### config.mk
export PLATFORM = sky130hd
export DESIGN_NAME = uart_tx_mmio_flat
export DESIGN_NICKNAME = d
export VERILOG_FILES = /design/src/rtl/uart_pkg.sv /design/src/rtl/uart_tx_mmio_if.sv /design/src/rtl/uart_fifo.sv /design/src/rtl/uart_tx_mmio.sv /design/src/flat_wrapper.sv
export SDC_FILE = /design/constraint.sdc
export NUM_CORES = 1
export LEC_CHECK = 0
export ABC_CLOCK_PERIOD_IN_PS = 7250
export BUFFER_PORTS_ARGS = -buffer_cell sky130_fd_sc_hd__buf_4
export CAP_MARGIN = 10
export CELL_PAD_IN_SITES_DETAIL_PLACEMENT = 1
export CELL_PAD_IN_SITES_GLOBAL_PLACEMENT = 1
export CORE_UTILIZATION = 46
export DETAILED_ROUTE_END_ITERATION = 16
export HOLD_SLACK_MARGIN = 0.1
export PLACE_DENSITY = 0.95
export SLEW_MARGIN = 20
export SYNTH_ARGS = -nofsm -noshare
export SYNTH_HDL_FRONTEND = slang
export SYNTH_SLANG_ARGS = --single-unit
### constraint.sdc
create_clock -name clk -period 7.25 [get_ports clk]
set_input_delay 0 -clock clk [delete_from_list [all_inputs] [get_ports clk]]
set_output_delay 0 -clock clk [all_outputs]
set_load 0.1 [all_outputs]
### src/rtl/uart_pkg.sv
`default_nettype none
// +----------------------------------------------------------------------+
// | uart_pkg                                                             |
// | Shared types and register map for the MMIO UART transmitter.         |
// | Revision: 1.0                                                        |
// +----------------------------------------------------------------------+
package uart_pkg;

  typedef enum logic [1:0] {
    IDLE  = 2'd0,
    START = 2'd1,
    DATA  = 2'd2,
    STOP  = 2'd3
  } state_t;

  localparam logic TXDATA_OFF = 1'b0;
  localparam logic STATUS_OFF = 1'b1;

  localparam int FULL    = 0;
  localparam int EMPTY   = 1;
  localparam int BUSY    = 2;
  localparam int OVF     = 3;
  localparam int CNT_LSB = 8;

endpackage
`default_nettype wire

### src/rtl/uart_tx_mmio_if.sv
`default_nettype none
// +----------------------------------------------------------------------+
// | uart_tx_mmio_if                                                      |
// | Core data-memory port as seen by the UART peripheral.                |
// | Revision: 1.0                                                        |
// +----------------------------------------------------------------------+
interface uart_tx_mmio_if;
  logic        MemWrite;
  logic [31:0] ALUResult;
  logic [31:0] WriteData;
  logic [31:0] ReadData;
  logic        Sel;

  modport master (
    output MemWrite, ALUResult, WriteData,
    input  ReadData, Sel
  );

  modport slave (
    input  MemWrite, ALUResult, WriteData,
    output ReadData, Sel
  );
endinterface
`default_nettype wire

### src/rtl/uart_fifo.sv
`default_nettype none
// +----------------------------------------------------------------------+
// | uart_fifo                                                            |
// | Byte-wide synchronous FIFO; push is accepted when full if popping.   |
// | Revision: 1.0                                                        |
// +----------------------------------------------------------------------+
module uart_fifo #(
  parameter int DEPTH = 8
) (
  input  logic                   clk,
  input  logic                   reset,
  input  logic                   i_push,
  input  logic                   i_pop,
  input  logic [7:0]             i_din,
  output logic [7:0]             o_dout,
  output logic                   o_full,
  output logic                   o_empty,
  output logic [$clog2(DEPTH):0] o_count
);
  localparam int AW = $clog2(DEPTH);

  logic [7:0]    r_mem [DEPTH];
  logic [AW-1:0] r_wptr;
  logic [AW-1:0] r_rptr;
  logic [AW:0]   r_count;
  logic          w_do_pop;
  logic          w_do_push;

  assign o_full    = (r_count == (AW+1)'(DEPTH));
  assign o_empty   = (r_count == '0);
  assign o_count   = r_count;
  assign o_dout    = r_mem[r_rptr];
  assign w_do_pop  = i_pop & ~o_empty;
  assign w_do_push = i_push & (~o_full | w_do_pop);

  always_ff @(posedge clk) begin
    if (!reset) begin
      r_wptr  <= '0;
      r_rptr  <= '0;
      r_count <= '0;
    end else begin
      if (w_do_push) r_wptr <= r_wptr + 1'b1;
      if (w_do_pop)  r_rptr <= r_rptr + 1'b1;
      case ({w_do_push, w_do_pop})
        2'b10:   r_count <= r_count + 1'b1;
        2'b01:   r_count <= r_count - 1'b1;
        default: r_count <= r_count;
      endcase
    end
  end

  // Storage needs no reset: the pointers define what is valid.
  always_ff @(posedge clk) begin
    if (w_do_push) r_mem[r_wptr] <= i_din;
  end

endmodule
`default_nettype wire

### src/rtl/uart_tx_mmio.sv
`default_nettype none
// +----------------------------------------------------------------------+
// | uart_tx_mmio                                                         |
// | Memory-mapped 8N1 UART transmitter with TX FIFO and STATUS register. |
// | Revision: 1.0                                                        |
// +----------------------------------------------------------------------+
module uart_tx_mmio
  import uart_pkg::*;
#(
  parameter logic [31:0] BASE_ADDR    = 32'h0000_0100,
  parameter int          CLKS_PER_BIT = 16,
  parameter int          FIFO_DEPTH   = 8
) (
  input  logic          clk,
  input  logic          reset,
  uart_tx_mmio_if.slave bus,
  output logic          tx
);
  localparam int BW = $clog2(CLKS_PER_BIT);
  localparam int CW = $clog2(FIFO_DEPTH) + 1;

  state_t          r_state, w_state_n;
  logic [BW-1:0]   r_bcnt, w_bcnt_n;
  logic [2:0]      r_bidx, w_bidx_n;
  logic [7:0]      r_shift, w_shift_n;
  logic            r_tx, w_tx_n;
  logic            r_ovf;

  logic            w_sel, w_off, w_push, w_stat_wr, w_pop;
  logic            w_full, w_empty, w_bit_end;
  logic [7:0]      w_dout;
  logic [CW-1:0]   w_count;
  logic [31:0]     w_status;
  logic            w_unused;

  assign w_sel     = (bus.ALUResult[31:3] == BASE_ADDR[31:3]);
  assign w_off     = bus.ALUResult[2];
  assign w_push    = bus.MemWrite & w_sel & (w_off == TXDATA_OFF);
  assign w_stat_wr = bus.MemWrite & w_sel & (w_off == STATUS_OFF);
  assign w_unused  = &{1'b0, bus.ALUResult[1:0], bus.WriteData[31:8]};

  uart_fifo #(.DEPTH(FIFO_DEPTH)) u_fifo (
    .clk     (clk),
    .reset   (reset),
    .i_push  (w_push),
    .i_pop   (w_pop),
    .i_din   (bus.WriteData[7:0]),
    .o_dout  (w_dout),
    .o_full  (w_full),
    .o_empty (w_empty),
    .o_count (w_count)
  );

  always_ff @(posedge clk) begin
    if (!reset) begin
      r_ovf <= 1'b0;
    end else if (w_stat_wr && bus.WriteData[OVF]) begin
      r_ovf <= 1'b0;
    end else if (w_push && w_full && !w_pop) begin
      r_ovf <= 1'b1;
    end
  end

  always_comb begin
    w_status              = '0;
    w_status[FULL]        = w_full;
    w_status[EMPTY]       = w_empty;
    w_status[BUSY]        = (r_state != IDLE);
    w_status[OVF]         = r_ovf;
    w_status[CNT_LSB +: 8] = 8'(w_count);
  end

  assign bus.Sel      = w_sel;
  assign bus.ReadData = (w_sel && w_off == STATUS_OFF) ? w_status : 32'h0;

  assign w_bit_end = (r_bcnt == BW'(CLKS_PER_BIT - 1));

  always_ff @(posedge clk) begin
    if (!reset) begin
      r_state <= IDLE;
      r_bcnt  <= '0;
      r_bidx  <= '0;
      r_shift <= '0;
      r_tx    <= 1'b1;
    end else begin
      r_state <= w_state_n;
      r_bcnt  <= w_bcnt_n;
      r_bidx  <= w_bidx_n;
      r_shift <= w_shift_n;
      r_tx    <= w_tx_n;
    end
  end

  always_comb begin
    w_state_n = r_state;
    w_bcnt_n  = r_bcnt;
    w_bidx_n  = r_bidx;
    w_shift_n = r_shift;
    w_pop     = 1'b0;
    w_tx_n    = 1'b1;
    case (r_state)
      IDLE: begin
        if (!w_empty) begin
          w_pop     = 1'b1;
          w_shift_n = w_dout;
          w_bcnt_n  = '0;
          w_state_n = START;
        end
      end
      START: begin
        if (w_bit_end) begin
          w_bcnt_n  = '0;
          w_bidx_n  = '0;
          w_state_n = DATA;
        end else begin
          w_bcnt_n = r_bcnt + 1'b1;
        end
      end
      DATA: begin
        if (w_bit_end) begin
          w_bcnt_n  = '0;
          w_shift_n = {1'b0, r_shift[7:1]};
          if (r_bidx == 3'd7) w_state_n = STOP;
          else                w_bidx_n  = r_bidx + 1'b1;
        end else begin
          w_bcnt_n = r_bcnt + 1'b1;
        end
      end
      STOP: begin
        if (w_bit_end) begin
          w_bcnt_n = '0;
          // Back-to-back frames: reload straight into START with no idle bit.
          if (!w_empty) begin
            w_pop     = 1'b1;
            w_shift_n = w_dout;
            w_state_n = START;
          end else begin
            w_state_n = IDLE;
          end
        end else begin
          w_bcnt_n = r_bcnt + 1'b1;
        end
      end
      default: w_state_n = IDLE;
    endcase
    // Line level follows the state being entered so tx comes from a flop.
    case (w_state_n)
      START:   w_tx_n = 1'b0;
      DATA:    w_tx_n = w_shift_n[0];
      default: w_tx_n = 1'b1;
    endcase
  end

  assign tx = r_tx;

endmodule
`default_nettype wire

### src/flat_wrapper.sv
// flat-port wrapper written by rule: the top's interface ports become plain ports
module uart_tx_mmio_flat import uart_pkg::*;
#(
  parameter logic [31:0] BASE_ADDR    = 32'h0000_0100,
  parameter int          CLKS_PER_BIT = 16,
  parameter int          FIFO_DEPTH   = 8
)
  (clk, reset, tx, bus_MemWrite, bus_ALUResult, bus_WriteData, bus_ReadData, bus_Sel);
  uart_tx_mmio_if bus_i ();
  input  logic clk;
  input  logic reset;
  output logic tx;
  input wire logic [$bits(bus_i.MemWrite)-1:0] bus_MemWrite;
  input wire logic [$bits(bus_i.ALUResult)-1:0] bus_ALUResult;
  input wire logic [$bits(bus_i.WriteData)-1:0] bus_WriteData;
  output wire logic [$bits(bus_i.ReadData)-1:0] bus_ReadData;
  output wire logic [$bits(bus_i.Sel)-1:0] bus_Sel;
  assign bus_i.MemWrite = bus_MemWrite;
  assign bus_i.ALUResult = bus_ALUResult;
  assign bus_i.WriteData = bus_WriteData;
  assign bus_ReadData = bus_i.ReadData;
  assign bus_Sel = bus_i.Sel;
  uart_tx_mmio #(.BASE_ADDR(BASE_ADDR), .CLKS_PER_BIT(CLKS_PER_BIT), .FIFO_DEPTH(FIFO_DEPTH)) u_core (.clk(clk), .reset(reset), .bus(bus_i), .tx(tx));
endmodule
# Yosys cells after proc, flatten, opt, wreduce, memory -nomap -nowiden
# Memory sizes are Yosys's and may differ from the RTL's. A register that Yosys moved wholly into a read port is not among the register bits.
# Cells that the tools add are included.
[totals] regBits=29 mem_bits_rw=64 in_bits=67 out_inout_bits=34 elab_cells=86 mem_count=1
[mem_list] memory="u_core.u_fifo.r_mem" depth=8 width=8 rd=1 rd_clocked_by_memory_dff=1 write_ports=1 line="uart_fifo.sv:22" source="logic [7:0] r_mem [DEPTH];"
[classes] add_sub_neg=6 eq_ne=16 n_mux=28 bitwise=10 reduce_logical=15
[ops] operator="== test 29 x 6 -> 1 bit, second input constant" n=1
[ops] operator="two-way mux 8 bit" n=3
[ops] operator="case mux 8 bit (3 select lines)" n=1
[ops] operator="case mux 4 bit (2 select lines)" n=2
[ops] operator="two-way mux 3 bit" n=5
[ops] operator="two-way mux 12 bit" n=1
[ops] operator="two-way mux 2 bit" n=5
[ops] operator="adder 3 x 1 -> 3 bit, second input constant" n=3
[ops] operator="adder 4 x 1 -> 4 bit, second input constant" n=2
[ops] operator="== test 2 bit, second input constant" n=4
[ops] operator="== test 4 bit, second input constant" n=2
[ops] operator="two-way mux 4 bit" n=2
[ops] operator="case mux 2 bit (4 select lines)" n=1
[ops] operator="== test 2 x 1 -> 1 bit, second input constant" n=3
[ops] operator="inequality test 2 x 1 -> 1 bit, second input constant" n=3
[ops] operator="case mux 3 bit (2 select lines)" n=1
[ops] operator="nonzero test 2 bit" n=3
[ops] operator="AND 1 bit" n=5
[ops] operator="two-way mux 1 bit" n=5
[ops] operator="logical AND 1 bit" n=4
[ops] operator="logical NOT 4 bit" n=1
[ops] operator="inequality test 2 bit, second input constant" n=2
[ops] operator="inverter 1 bit" n=4
[ops] operator="case mux 1 bit (2 select lines)" n=2
[ops] operator="other kinds (10)" n=10

# Logic depth before layout (Yosys ltp)
# Gate-level depths: netlist of run 1.
[logic_depth] ltp_word=9 ltp_mapped=14 mapped_depth_nobuf=13

# Cells and area by module
# From an unflattened synthesis of run 1, not the netlist that was laid out.
[unflattened] cells_unflattened=341 area_unflattened_um2=4561.9
[modules_own_cells] module="uart_fifo" instances=1 cells_per_inst=166 area_per_inst_um2=3094.2 seq_area_each_um2=2182.1
[modules_own_cells] module="uart_tx_mmio" instances=1 cells_per_inst=175 area_per_inst_um2=1467.7 seq_area_each_um2=380.4

# Worst setup path before layout of run 1
# Ideal clock, no wire load.
[synth_timing] path_type="input port to output port" from="input port bus_ALUResult[6]" to="output port bus_ReadData[1]" t_arrival_ps=2700 required_time_ps=7250 setup_slack_ps=4550 cell_stages=5 path_buffers=0 cell_sequence="nor4b_1 -> and4_1 -> and2_1 -> nand2_1 -> nor2_1"
[synth_via] elab_chain_cells=3
[synth_rtl] item="start: declaration" line="flat_wrapper.sv:14" source="input wire logic [$bits(bus_i.ALUResult)-1:0] bus_ALUResult;"
[synth_rtl] item="== test 29 x 6 -> 1 bit" line="uart_tx_mmio.sv:36" source="assign w_sel = (bus.ALUResult[31:3] == BASE_ADDR[31:3]);"
[synth_rtl] item="net bus_Sel" line="flat_wrapper.sv:17" source="output wire logic [$bits(bus_i.Sel)-1:0] bus_Sel;"
[synth_rtl] item="logical AND 1 bit" line="uart_tx_mmio.sv:74" source="assign bus.ReadData = (w_sel && w_off == STATUS_OFF) ? w_status : 32'h0;"
[synth_rtl] item="two-way mux 12 bit" line="uart_tx_mmio.sv:74"
[synth_rtl] item="end: declaration" line="flat_wrapper.sv:16" source="output wire logic [$bits(bus_i.ReadData)-1:0] bus_ReadData;"
# The timed path passes the listed nets, and every way through them passes these cells.

# Final worst setup path of run 1
[layout_timing] from="register u_core.r_state[1]" to="register u_core.u_fifo.r_count[2] (netlist: u_core.u_fifo.o_count[2])"
[layout_via] elab_chain_cells=7 elab_cells_between_ends=10 cone_classes="eq/ne: 3; mux: 2; bitwise: 3; reduce/logical: 2"
[layout_rtl] item="start: declaration" line="uart_tx_mmio.sv:22" source="state_t r_state, w_state_n;"
[layout_rtl] item="start signal: assignment" line="uart_tx_mmio.sv:86" source="r_state <= w_state_n;"
[layout_rtl] item="== test 2 bit or logical NOT 2 bit (tied branches)" line="uart_tx_mmio.sv:101" source="case (r_state)"
[layout_rtl] item="case mux 1 bit (2 select lines) (*)" line="uart_tx_mmio.sv:101"
[layout_rtl] item="AND 1 bit (*)" line="uart_fifo.sv:33" source="assign w_do_pop = i_pop & ~o_empty;"
[layout_rtl] item="net u_core.u_fifo.w_do_pop" line="uart_fifo.sv:26" source="logic w_do_pop;"
[layout_rtl] item="bitwise OR 1 bit" line="uart_fifo.sv:34" source="assign w_do_push = i_push & (~o_full | w_do_pop);"
[layout_rtl] item="AND 1 bit" line="uart_fifo.sv:34"
[layout_rtl] item="== test 2 x 1 -> 1 bit or == test 2 bit (tied branches)" line="uart_fifo.sv:44" source="case ({w_do_push, w_do_pop})"
[layout_rtl] item="case mux 4 bit (2 select lines) or nonzero test 2 bit (tied branches)"
[layout_rtl] item="end signal: assignment" line="uart_fifo.sv:45" source="2'b10: r_count <= r_count + 1'b1;"
[layout_rtl] item="end signal: assignment" line="uart_fifo.sv:46" source="2'b01: r_count <= r_count - 1'b1;"
[layout_rtl] item="end signal: assignment" line="uart_fifo.sv:47" source="default: r_count <= r_count;"
[layout_rtl] item="end: declaration" line="uart_fifo.sv:25" source="logic [AW:0] r_count;"
# Mark *: on every way through the listed nets, which the timed path passes. The rest lies on a longest branch.
# A chain may end at the register's enable or synchronous reset.

==> impl_metrics.py, run 1 <==
metrics = {
    "route": {
        "vias": 2991,
        "detail_route.wirelength_mm": 11.3,
        "dr.pass1.iters": 4,
        "wire_per_inst_um": 21.1,
        "drc": 0,
        "first_iter_violations": 223,
        "routed_via_density": 5.59,
        "ant_nets": 0,
    },
    "sta": {
        "hold_viol": 0,
        "worst_pin_slew_ns": 1.08,
        "fin_crit_ns": 3.30,
        "finalCritPeriodShare_pct": 45.6,
        "setup_viol_count_final": 0,
        "slew-limit-headroom_pct": 27.8,
        "layout_setup_ws_ns": 3.95,
        "fin_setup_tns_ns": 0,
        "slew_viol_final": 0,
        "rsz0062_at_grt": "false",
        "fmax_mhz": 303,
        "fin_hold_ws_ns": 0.307,
        "finClkSkew_ns": 0.0142,
    },
    "cells_and_area": {
        "final_nets": 481,
        "final_cell_mix": "edfxtp_1, buf_4, nor2_1",
        "final-instance-count-excl-fill": 535,
        "n_antenna_cell": 0,
        "layout-drive-gt1-share_pct": 22.2,
        "design_area_sq_um": 5120,
        "final_common_cell": "edfxtp_1",
        "final_core_util_pct": 55.4,
        "area_growth_pct": 16.5,
    },
    "global_route": {
        "grt_antenna_before_repair": 0,
        "grt_pass1_vias": 3262,
        "grt_pass1_wl_mm": 17.8,
        "track_usage_pct": 24.6,
        "grt_max_degree": 23,
        "gr-total-overflow": 0,
    },
    "floorplanning": {
        "die_h_um": 99.7,
        "io_pins": 101,
        "rows": 35,
        "die_w_um": 99.7,
        "design.core.area_sq_um": 9240,
        "dieArea_sq_um": 9940,
        "initial_core_util_pct": 47.5,
    },
    "job": {
        "maxCapViolations": 0,
    },
    "critical_path": {
        "end_kind": "flop",
        "cp-start-kind": "flop",
        "worstPathRequired_ns": 7.56,
        "cp_max_fo": 6,
        "path_class": "flop to flop",
        "cp_data_arrival_time_ns": 3.62,
    },
    "synth": {
        "synthCells": 340,
        "netlist_area_sq_um": 4390,
        "synthFlopType": "edfxtp_1",
        "synth-edff-count": 64,
        "ys_types": 48,
        "syn_avg_cell_area_sq_um": 12.9,
        "ys_seq_area_share_pct": 58.4,
        "ys_warn_count": 0,
        "async_flop_share_pct": 0,
        "ys_ff_latch": 96,
    },
    "clock_network": {
        "cts_resized": 0,
        "insertion_delay_ns": 0.39,
        "cts_buffers": 9,
        "clockBufferDepth": 2,
        "ctsHtreeMaxLevel": 3,
        "cts_tree": "done",
        "cts-root-buf": "clkbuf_8",
        "clock_sinks": 96,
        "clkTransAtPathRegs_ns": 0.11,
    },
    "pwr": {
        "p_leak_nw": 1.84,
        "powerDensity_nw_per_um2": 203,
        "ir_drop_mv": 0.214,
        "finalPower_mw": 1.04,
    },
    "placed_design": {
        "place_congestion": 0.768,
        "placed_area_sq_um": 4790,
        "place_inst": 508,
        "dpl.hpwl_mm": 7.11,
        "dpl_worst_slack_ns": 4.14,
        "port_buffers": 50,
    },
    "run_status": {
        "outcome": "finished clean",
    },
    "worst_hold_path": {
        "min_path_type": "input pin to flop",
    },
}
==> registers in the layout, summed over array words and instances (netlist names), named ones only <==
register / count
u_core.u_fifo.r_wptr: 3
u_core.r_ovf: 1
u_core.tx: 1
u_core.u_fifo.r_rptr: 3
u_core.u_fifo.r_mem: 64
u_core.r_state: 2
u_core.r_bcnt: 4
u_core.r_bidx: 3
u_core.r_shift: 8
u_core.u_fifo.o_count: 4
==> path summary, 6_finish.rpt <==
path | from | depth (start not counted) | endpoint | slack [ns]
worst min register to register | u_core.r_bidx[2] | 2 | u_core.r_bidx[2] | 0.46
worst min-delay path | bus_ALUResult[2] | 4 | u_core.u_fifo.r_wptr[1] | 0.31
worst max register to register | u_core.r_state[1] | 10 | u_core.u_fifo.o_count[2] | 3.95
worst max-delay path | u_core.r_state[1] | 10 | u_core.u_fifo.o_count[2] | 3.95
==> area by class of cell <==
type | count | area, sq um
clock buffer | 9 | 124
inverter | 7 | 26.3
multi-input combinational | 223 | 1640
fill | 927 | 4120
tap | 129 | 161
clock inverter | 7 | 93.8
sequential | 96 | 2560
timing repair buffer | 64 | 508
==> synthesized netlist by cell type (2+ instances only) <==
| library cell | instances | area, sq um |
|---|---|---|
| and2_1 | 7 | 43.8 |
| dfxtp_1 | 32 | 641 |
| nand2b_1 | 5 | 31.3 |
| a211oi_1 | 2 | 15.0 |
| nor2_1 | 38 | 143 |
| mux4_2 | 14 | 315 |
| nor2b_1 | 3 | 18.8 |
| or3_1 | 2 | 12.5 |
| nor3b_1 | 2 | 15.0 |
| nand3b_1 | 3 | 22.5 |
| nor4_1 | 5 | 31.3 |
| clkbuf_1 | 7 | 26.3 |
| o21ai_0 | 9 | 45.0 |
| mux2i_1 | 13 | 130 |
| xnor2_1 | 3 | 26.3 |
| a31oi_1 | 4 | 25.0 |
| and4_1 | 4 | 35.0 |
| a221o_1 | 6 | 60.1 |
| a22oi_1 | 2 | 15.0 |
| nand3_1 | 6 | 30.0 |
| buf_2 | 3 | 15.0 |
| nor3_1 | 6 | 30.0 |
| o31ai_1 | 2 | 15.0 |
| a21oi_1 | 11 | 55.1 |
| nand2_1 | 14 | 52.6 |
| and3_1 | 4 | 25.0 |
| inv_1 | 6 | 22.5 |
| edfxtp_1 | 64 | 1920 |
| xor2_1 | 4 | 35.0 |
| ha_1 | 13 | 163 |
| nand4_1 | 3 | 18.8 |
| nor4b_1 | 2 | 17.5 |
| buf_4 | 26 | 195 |
==> worst max-delay path: stages, from the launching register on <==
cell and delay, ns:
dfxtp_1 0.47, ha_1 0.31, a41oi_2 0.23, nor3_1 0.68, ha_1 0.40, xor2_1 0.22, ha_1 0.20, a21oi_1 0.06
xor2_1 0.19, or3_1 0.33, a21oi_1 0.13
==> power breakdown <==
part | leakage, nW | switching [mW] | internal [mW]
Combinational | 0.905 | 0.0673 | 0.0182
Clock | 0.107 | 0.230 | 0.141
Sequential | 0.833 | 0.00000000188 | 0.582
Total | 1.84 | 0.297 | 0.741
==> kinds of logic (layout without fill, tap and decap cells) <==
logic type | Yosys count | in the layout | share of synthesized area, %
simple gates | 108 | 108 | 12.9
flops | 96 | 96 | 58.4
buf+inv | 44 | 87 | 6.24
compound gates | 43 | 43 | 6.95
mux | 28 | 28 | 10.4
fa+ha+maj | 13 | 13 | 3.70
xor+xnor | 7 | 7 | 1.40
other cells | 1 | 24 | 0.0854
==> metal layers <==
| layer | routed length, um | share of wire (%) | global-route usage, % | vias to the layer above |
|---|---|---|---|---|
| met1 | 4480 | 40 | 28.6 | 1509 |
| met2 | 5980 | 53 | 42.7 | 99 |
| met4 | 420 | 3.7 | 14.3 | 0 |
| met5 | 0 | 0 | 0 | - |
| met3 | 388 | 3.4 | 4.64 | 35 |
| li1 | - | - | - | 1348 |
==> timing repair <==
| action | in CTS | in global routing |
|---|---|---|
| buffers inserted | 0 | 0 |
| hold buffers | 11 | 0 |
| endpoints found under the hold margin | 68 | 0 |
Note: power is estimated with default switching activity, not from simulation.
==> run 2, diff against run 1 <==
Settings changed: ABC_CLOCK_PERIOD_IN_PS 7250 to 2900, CORE_UTILIZATION 46 to 39, PLACE_DENSITY 0.95 to 0.88.
Clock period 7.25 ns to 2.9 ns, I/O delays scaled along.
==> run 2 against run 1 <==
  * Utilization shrank 7.5 points
  * Clock skew down 0.0028 ns
  * Sequential share of layout area shrank 0.73 points
  * Clock power is 150% higher
  * Largest cell class unchanged
  * Largest power group unchanged
==> impl_metrics.py, run 2 (same netlist as run 1, synthesis figures left out) <==
metrics = {
    "pwr": {
        "p_leak_nw": 1.89,
        "powerDensity_nw_per_um2": 495,
        "ir_drop_mv": 0.367,
    },
    "clock_network": {
        "clockBufferDepth": 2,
        "cts-root-buf": "clkbuf_8",
        "clock_sinks": 96,
        "post_cts.repair.setup_buffers": 0,
        "cts_tree": "done",
        "clkTransAtPathRegs_ns": 0.10,
        "insertion_delay_ns": 0.36,
        "cts_buffers": 9,
        "ctsHtreeMaxLevel": 3,
    },
    "floorplanning": {
        "die_w_um": 108,
        "initial_core_util_pct": 40.3,
        "io_pins": 101,
        "design.core.area_sq_um": 10900,
        "die_h_um": 108,
        "rows": 38,
        "dieArea_sq_um": 11700,
    },
    "cells_and_area": {
        "n_antenna_cell": 0,
        "final_common_cell": "edfxtp_1",
        "final_core_util_pct": 47.8,
        "area_growth_pct": 18.6,
        "regMostFlops": "u_core.u_fifo.r_mem",
        "layout-drive-gt1-share_pct": 25.3,
        "final_cell_mix": "edfxtp_1, buf_4, nor2_1",
        "n_fill_cell": 1135,
        "largest_register_ffs": 64,
        "top_regs": "u_core.u_fifo.r_mem: 64 flops, u_core.r_shift: 8 flops",
        "final-instance-count-excl-fill": 555,
        "final_nets": 490,
    },
    "route": {
        "dr.pass1.iters": 4,
        "wire_per_inst_um": 18.6,
        "routed_via_density": 5.33,
        "vias": 2959,
        "drc": 0,
        "ant_nets": 0,
        "first_iter_violations": 122,
        "detail_route.wirelength_mm": 10.3,
    },
    "critical_path": {
        "cp_slowest_cell": "dfxtp_4",
        "rrSetupSlack_ns": 0.14,
        "cp_max_fo": 6,
        "worstPathRequired_ns": 3.19,
        "cp_data_arrival_time_ns": 3.05,
        "path_cells": "ha_1 -> a41oi_2 -> o211ai_2 -> and4_1 -> inv_2 -> ha_2 -> xor2_1 -> ha_1 -> a21oi_1 -> xor2_1 -> or3_1 -> a21oi_1",
        "end_kind": "flop",
        "slowest_delay_ns": 0.39,
        "cp-start-kind": "flop",
        "path_class": "flop to flop",
    },
    "run_status": {
        "outcome": "finished clean",
    },
    "sta": {
        "rsz0062_at_grt": "false",
        "slew-limit-headroom_pct": 48.6,
        "worst_pin_slew_ns": 0.770,
        "slew_viol_final": 0,
        "fin_crit_ns": 2.76,
        "fmax_mhz": 362,
        "finClkSkew_ns": 0.0114,
        "setup_viol_count_final": 0,
        "finalCritPeriodShare_pct": 95.2,
        "fin_hold_ws_ns": 0.324,
        "hold_viol": 0,
    },
    "placed_design": {
        "dpl.hpwl_mm": 7.51,
        "place_inst": 528,
        "place_congestion": 0.798,
        "port_buffers": 50,
    },
    "global_route": {
        "grt_antenna_before_repair": 0,
        "grt_max_degree": 23,
        "gr-total-overflow": 0,
        "top_usage_layer": "met2",
        "grt_pass1_wl_mm": 16.3,
        "track_usage_pct": 19.0,
        "grt_use_met1_pct": 20.7,
        "grt_use_met3_pct": 4.04,
        "grtUsageMet2_pct": 35.0,
        "grt_pass1_vias": 3207,
    },
    "worst_hold_path": {
        "min_path_type": "input pin to flop",
    },
    "job": {
        "maxCapViolations": 0,
    },
}
==> run 2: cell count changes in the layout (fill, tap and decap cells not counted), moves of 2 or more <==
cell / change
buf_4: +9
dfxtp_1: -2
clkinv_8: -4
dfxtp_4: +2
ha_2: +3
clkinv_4: +2
ha_1: -3
==> run 2: where the power goes <==
group | switching [mW] | internal (mW)
Clock | 0.498 | 0.415
Combinational | 0.166 | 0.0454
Sequential | 0.00000000409 | 1.45
==> run 2: layer usage <==
metal  vias to the layer above  part of all wire [%]
met1                      1468                    39
met4                         0                   3.0
met3                        20                   4.4
met2                       106                    53
li1                       1365                     -
met5                         -                     0
==> run 2: repair_timing <==
item	4_1_cts	5_1_grt
hold buffers	11	0
resized for setup	2	6
setup endpoints to repair	1	1
endpoints found under the hold margin	68	0
==> run 2: worst paths after layout <==
check | start | end | depth (start not counted)
worst max-delay path | u_core.r_state[1] | u_core.u_fifo.o_count[2] | 12
worst min-delay path | bus_ALUResult[2] | u_core.u_fifo.r_wptr[2] | 6
worst max register to register | u_core.r_state[1] | u_core.u_fifo.o_count[2] | 12
worst min register to register | u_core.r_bidx[2] | u_core.r_bidx[2] | 2
==> run 2: layout make-up <==
cell class	instances	area [sq um]	area share, %
flip-flops and latches	96	2570	49.4
multi-input cells	223	1650	31.7
repair buffers	73	576	11.1
well taps	140	175	3.36
clock buffers	9	124	2.38
clock inverters	7	83.8	1.61
inverters	7	26.3	0.505
==> run 2: metrics by stage <==
step | setup TNS [ns] | power (mW) | instance area, sq um | setup WS (ns)
2_1_floorplan | 0 | 1.65 | 4480 | 0.200
3_3_place_gp | 0 | 1.68 | 4870 | 0.204
3_5_place_dp | -0.00668 | 1.69 | 4870 | -0.00668
4_1_cts | 0 | 2.59 | 5190 | 0.0629
5_1_grt | 0 | 2.66 | 5210 | 0.00402
6_report | 0 | 2.58 | 5210 | 0.139
==> run 2: worst max-delay path, delay by kind of cell, from the launching register on <==
family | cells | cell delay (ns)
xor+xnor | 2 | 0.26
compound gates | 4 | 0.69
fa+ha+maj | 3 | 0.67
flops | 1 | 0.39
simple gates | 2 | 0.59
buf+inv | 1 | 0.07
==> run 3, diff against run 2 <==
Settings changed: CORE_MARGIN set to 4.
==> run 3 against run 2 <==
  * Hold slack better by 0.019 ns
  * Total power up 8.5%
  * Final area up 1.9%
  * Combinational power about the same
  * Critical path type unchanged
  * Via count up 0.91%
  * Sequential power about the same
  * Clock power up 24%
  * Global-route usage down 1.6 points
  * First-iteration DRC count up 30%
  * Clock skew down 0.0042 ns
  * Register-to-register slack better by 0.07 ns
==> impl_metrics.py, run 3 (same netlist as run 1, synthesis figures left out) <==
metrics = {
    "sta": {
        "fin_hold_ws_ns": 0.343,
        "finalCritPeriodShare_pct": 92.9,
        "slew-limit-headroom_pct": 40.8,
        "setup_viol_count_final": 0,
        "worst_pin_slew_ns": 0.887,
        "fin_crit_ns": 2.69,
        "layout_setup_ws_ns": 0.207,
        "hold_viol": 0,
        "fmax_mhz": 371,
        "slew_viol_final": 0,
        "rsz0062_at_grt": "false",
        "fin_setup_tns_ns": 0,
        "finClkSkew_ns": 0.00714,
    },
    "route": {
        "vias": 2986,
        "detail_route.wirelength_mm": 10.5,
        "routed_via_density": 5.38,
        "dr.pass1.iters": 4,
        "first_iter_violations": 159,
        "drc": 0,
        "wire_per_inst_um": 19.0,
        "ant_nets": 0,
    },
    "critical_path": {
        "reg2reg_depth": 12,
        "path_cells": "inv_1 -> ha_2 -> o211ai_2 -> and4_1 -> inv_2 -> ha_4 -> xor2_1 -> ha_1 -> a21oi_1 -> xor2_1 -> or3_1 -> a21oi_1",
        "setup.worst_path.start": "u_core.r_state[1]",
        "slowest_delay_ns": 0.37,
        "cp_data_arrival_time_ns": 2.95,
        "reg2reg_to": "u_core.u_fifo.o_count[2]",
        "path_class": "flop to flop",
        "worstPathRequired_ns": 3.16,
        "rrSetupSlack_ns": 0.21,
        "cp_slowest_cell": "dfxtp_4",
        "cp-endpoint": "u_core.u_fifo.o_count[2]",
        "cp-start-kind": "flop",
        "end_kind": "flop",
        "cp_max_fo": 6,
        "r2r-start": "u_core.r_state[1]",
    },
    "clock_network": {
        "cts_buffers": 9,
        "ctsHtreeMaxLevel": 3,
        "post_cts.repair.setup_buffers": 0,
        "clockBufferDepth": 2,
        "insertion_delay_ns": 0.34,
        "clock_sinks": 96,
        "cts_tree": "done",
        "cts-root-buf": "clkbuf_16",
        "clkTransAtPathRegs_ns": 0.07,
    },
    "cells_and_area": {
        "largest_register_ffs": 64,
        "regMostFlops": "u_core.u_fifo.r_mem",
        "design_area_sq_um": 5310,
        "final-instance-count-excl-fill": 555,
        "final_core_util_pct": 48.5,
        "n_antenna_cell": 0,
        "final_common_cell": "edfxtp_1",
        "final_cell_mix": "edfxtp_1, buf_4, nor2_1",
        "top_regs": "u_core.u_fifo.r_mem: 64 flops, u_core.r_shift: 8 flops",
        "final_nets": 490,
        "area_growth_pct": 20.9,
        "layout-drive-gt1-share_pct": 25.3,
    },
    "worst_hold_path": {
        "min_path_type": "input pin to flop",
    },
    "placed_design": {
        "port_buffers": 50,
        "dpl.hpwl_mm": 7.32,
        "dpl_worst_slack_ns": -0.0141,
        "place_inst": 528,
        "place_congestion": 0.748,
        "placed_area_sq_um": 4870,
    },
    "global_route": {
        "grt_antenna_before_repair": 0,
        "grt_pass1_vias": 3370,
        "grt_max_degree": 23,
        "track_usage_pct": 17.5,
        "gr-total-overflow": 0,
        "grt_pass1_wl_mm": 17.4,
    },
    "floorplanning": {
        "initial_core_util_pct": 40.1,
        "io_pins": 101,
        "rows": 38,
        "dieArea_sq_um": 13000,
        "design.core.area_sq_um": 10900,
        "die_w_um": 114,
        "die_h_um": 114,
    },
    "pwr": {
        "ir_drop_mv": 0.328,
        "power.internal_mw": 2.10,
        "sequentialPowerShare_pct": 52.0,
        "finalPower_mw": 2.80,
        "p_leak_nw": 1.92,
        "clock_power_share_pct": 40.5,
        "p_sw_mw": 0.699,
        "powerDensity_nw_per_um2": 527,
        "swShare_pct": 25.0,
        "pwr-share-comb_pct": 7.5,
    },
    "run_status": {
        "outcome": "finished clean",
    },
    "job": {
        "maxCapViolations": 0,
    },
}
[run 3: cell types whose count changed in the layout (fill, tap and decap cells not counted)]
cell,change
ha_1,-1
clkinv_2,-1
clkbuf_8,-9
ha_4,+2
clkinv_1,+1
ha_2,-1
clkbuf_16,+9
bufinv_16,-1
inv_6,+1
[run 3: routing by layer]
metal / vias up / share of wire [%] / wire [um] / GRT usage [%]
met5: - / 0 / 0 / 0
met4: 0 / 2.3 / 240 / 8.79
met3: 15 / 4.8 / 505 / 2.43
met2: 102 / 56 / 5870 / 32.4
met1: 1498 / 37 / 3920 / 19.4
li1: 1371 / - / - / -
[run 3: power by group through the flow]
stage | registers [mW] | clock network (mW) | logic (mW)
after floorplan | 1.49 | 0 | 0.168
after global placement | 1.49 | 0 | 0.195
after detailed placement | 1.49 | 0 | 0.199
after CTS | 1.45 | 1.16 | 0.210
after global routing | 1.45 | 1.23 | 0.221
final | 1.45 | 1.13 | 0.211
[run 3: area by class of cell]
cell class,count,area [sq um]
fillers,1153,5630
well taps,140,175
inverters,7,26.3
flip-flops and latches,96,2570
clock inverters,7,61.3
clock buffers,9,225
multi-input cells,223,1680
repair buffers,73,576
[run 3: worst min path at each step]
stage | start | to | depth (start not counted)
floorplan | bus_WriteData[0] | u_core.u_fifo.r_mem[0][0] | 0
global placement | bus_MemWrite | u_core.r_ovf | 2
detailed placement | bus_MemWrite | u_core.r_ovf | 2
CTS | bus_ALUResult[2] | u_core.u_fifo.r_wptr[2] | 6
global route | bus_ALUResult[2] | u_core.u_fifo.r_wptr[2] | 6
finish | bus_ALUResult[2] | u_core.u_fifo.r_wptr[2] | 6
[run 3: worst max-delay path, delay by kind of cell (launching register included)]
kind            cells  cell delay, ns
compound gates      3            0.50
fa+ha+maj           3            0.70
flops               1            0.37
simple gates        2            0.58
xor+xnor            2            0.26
buf+inv             2            0.19
[run 3: what timing repair did]
action,4_1_cts,5_1_grt
gates resized for setup,3,8
hold buffers,11,0
endpoints found under the setup margin,1,1
endpoints found under the hold margin,67,0
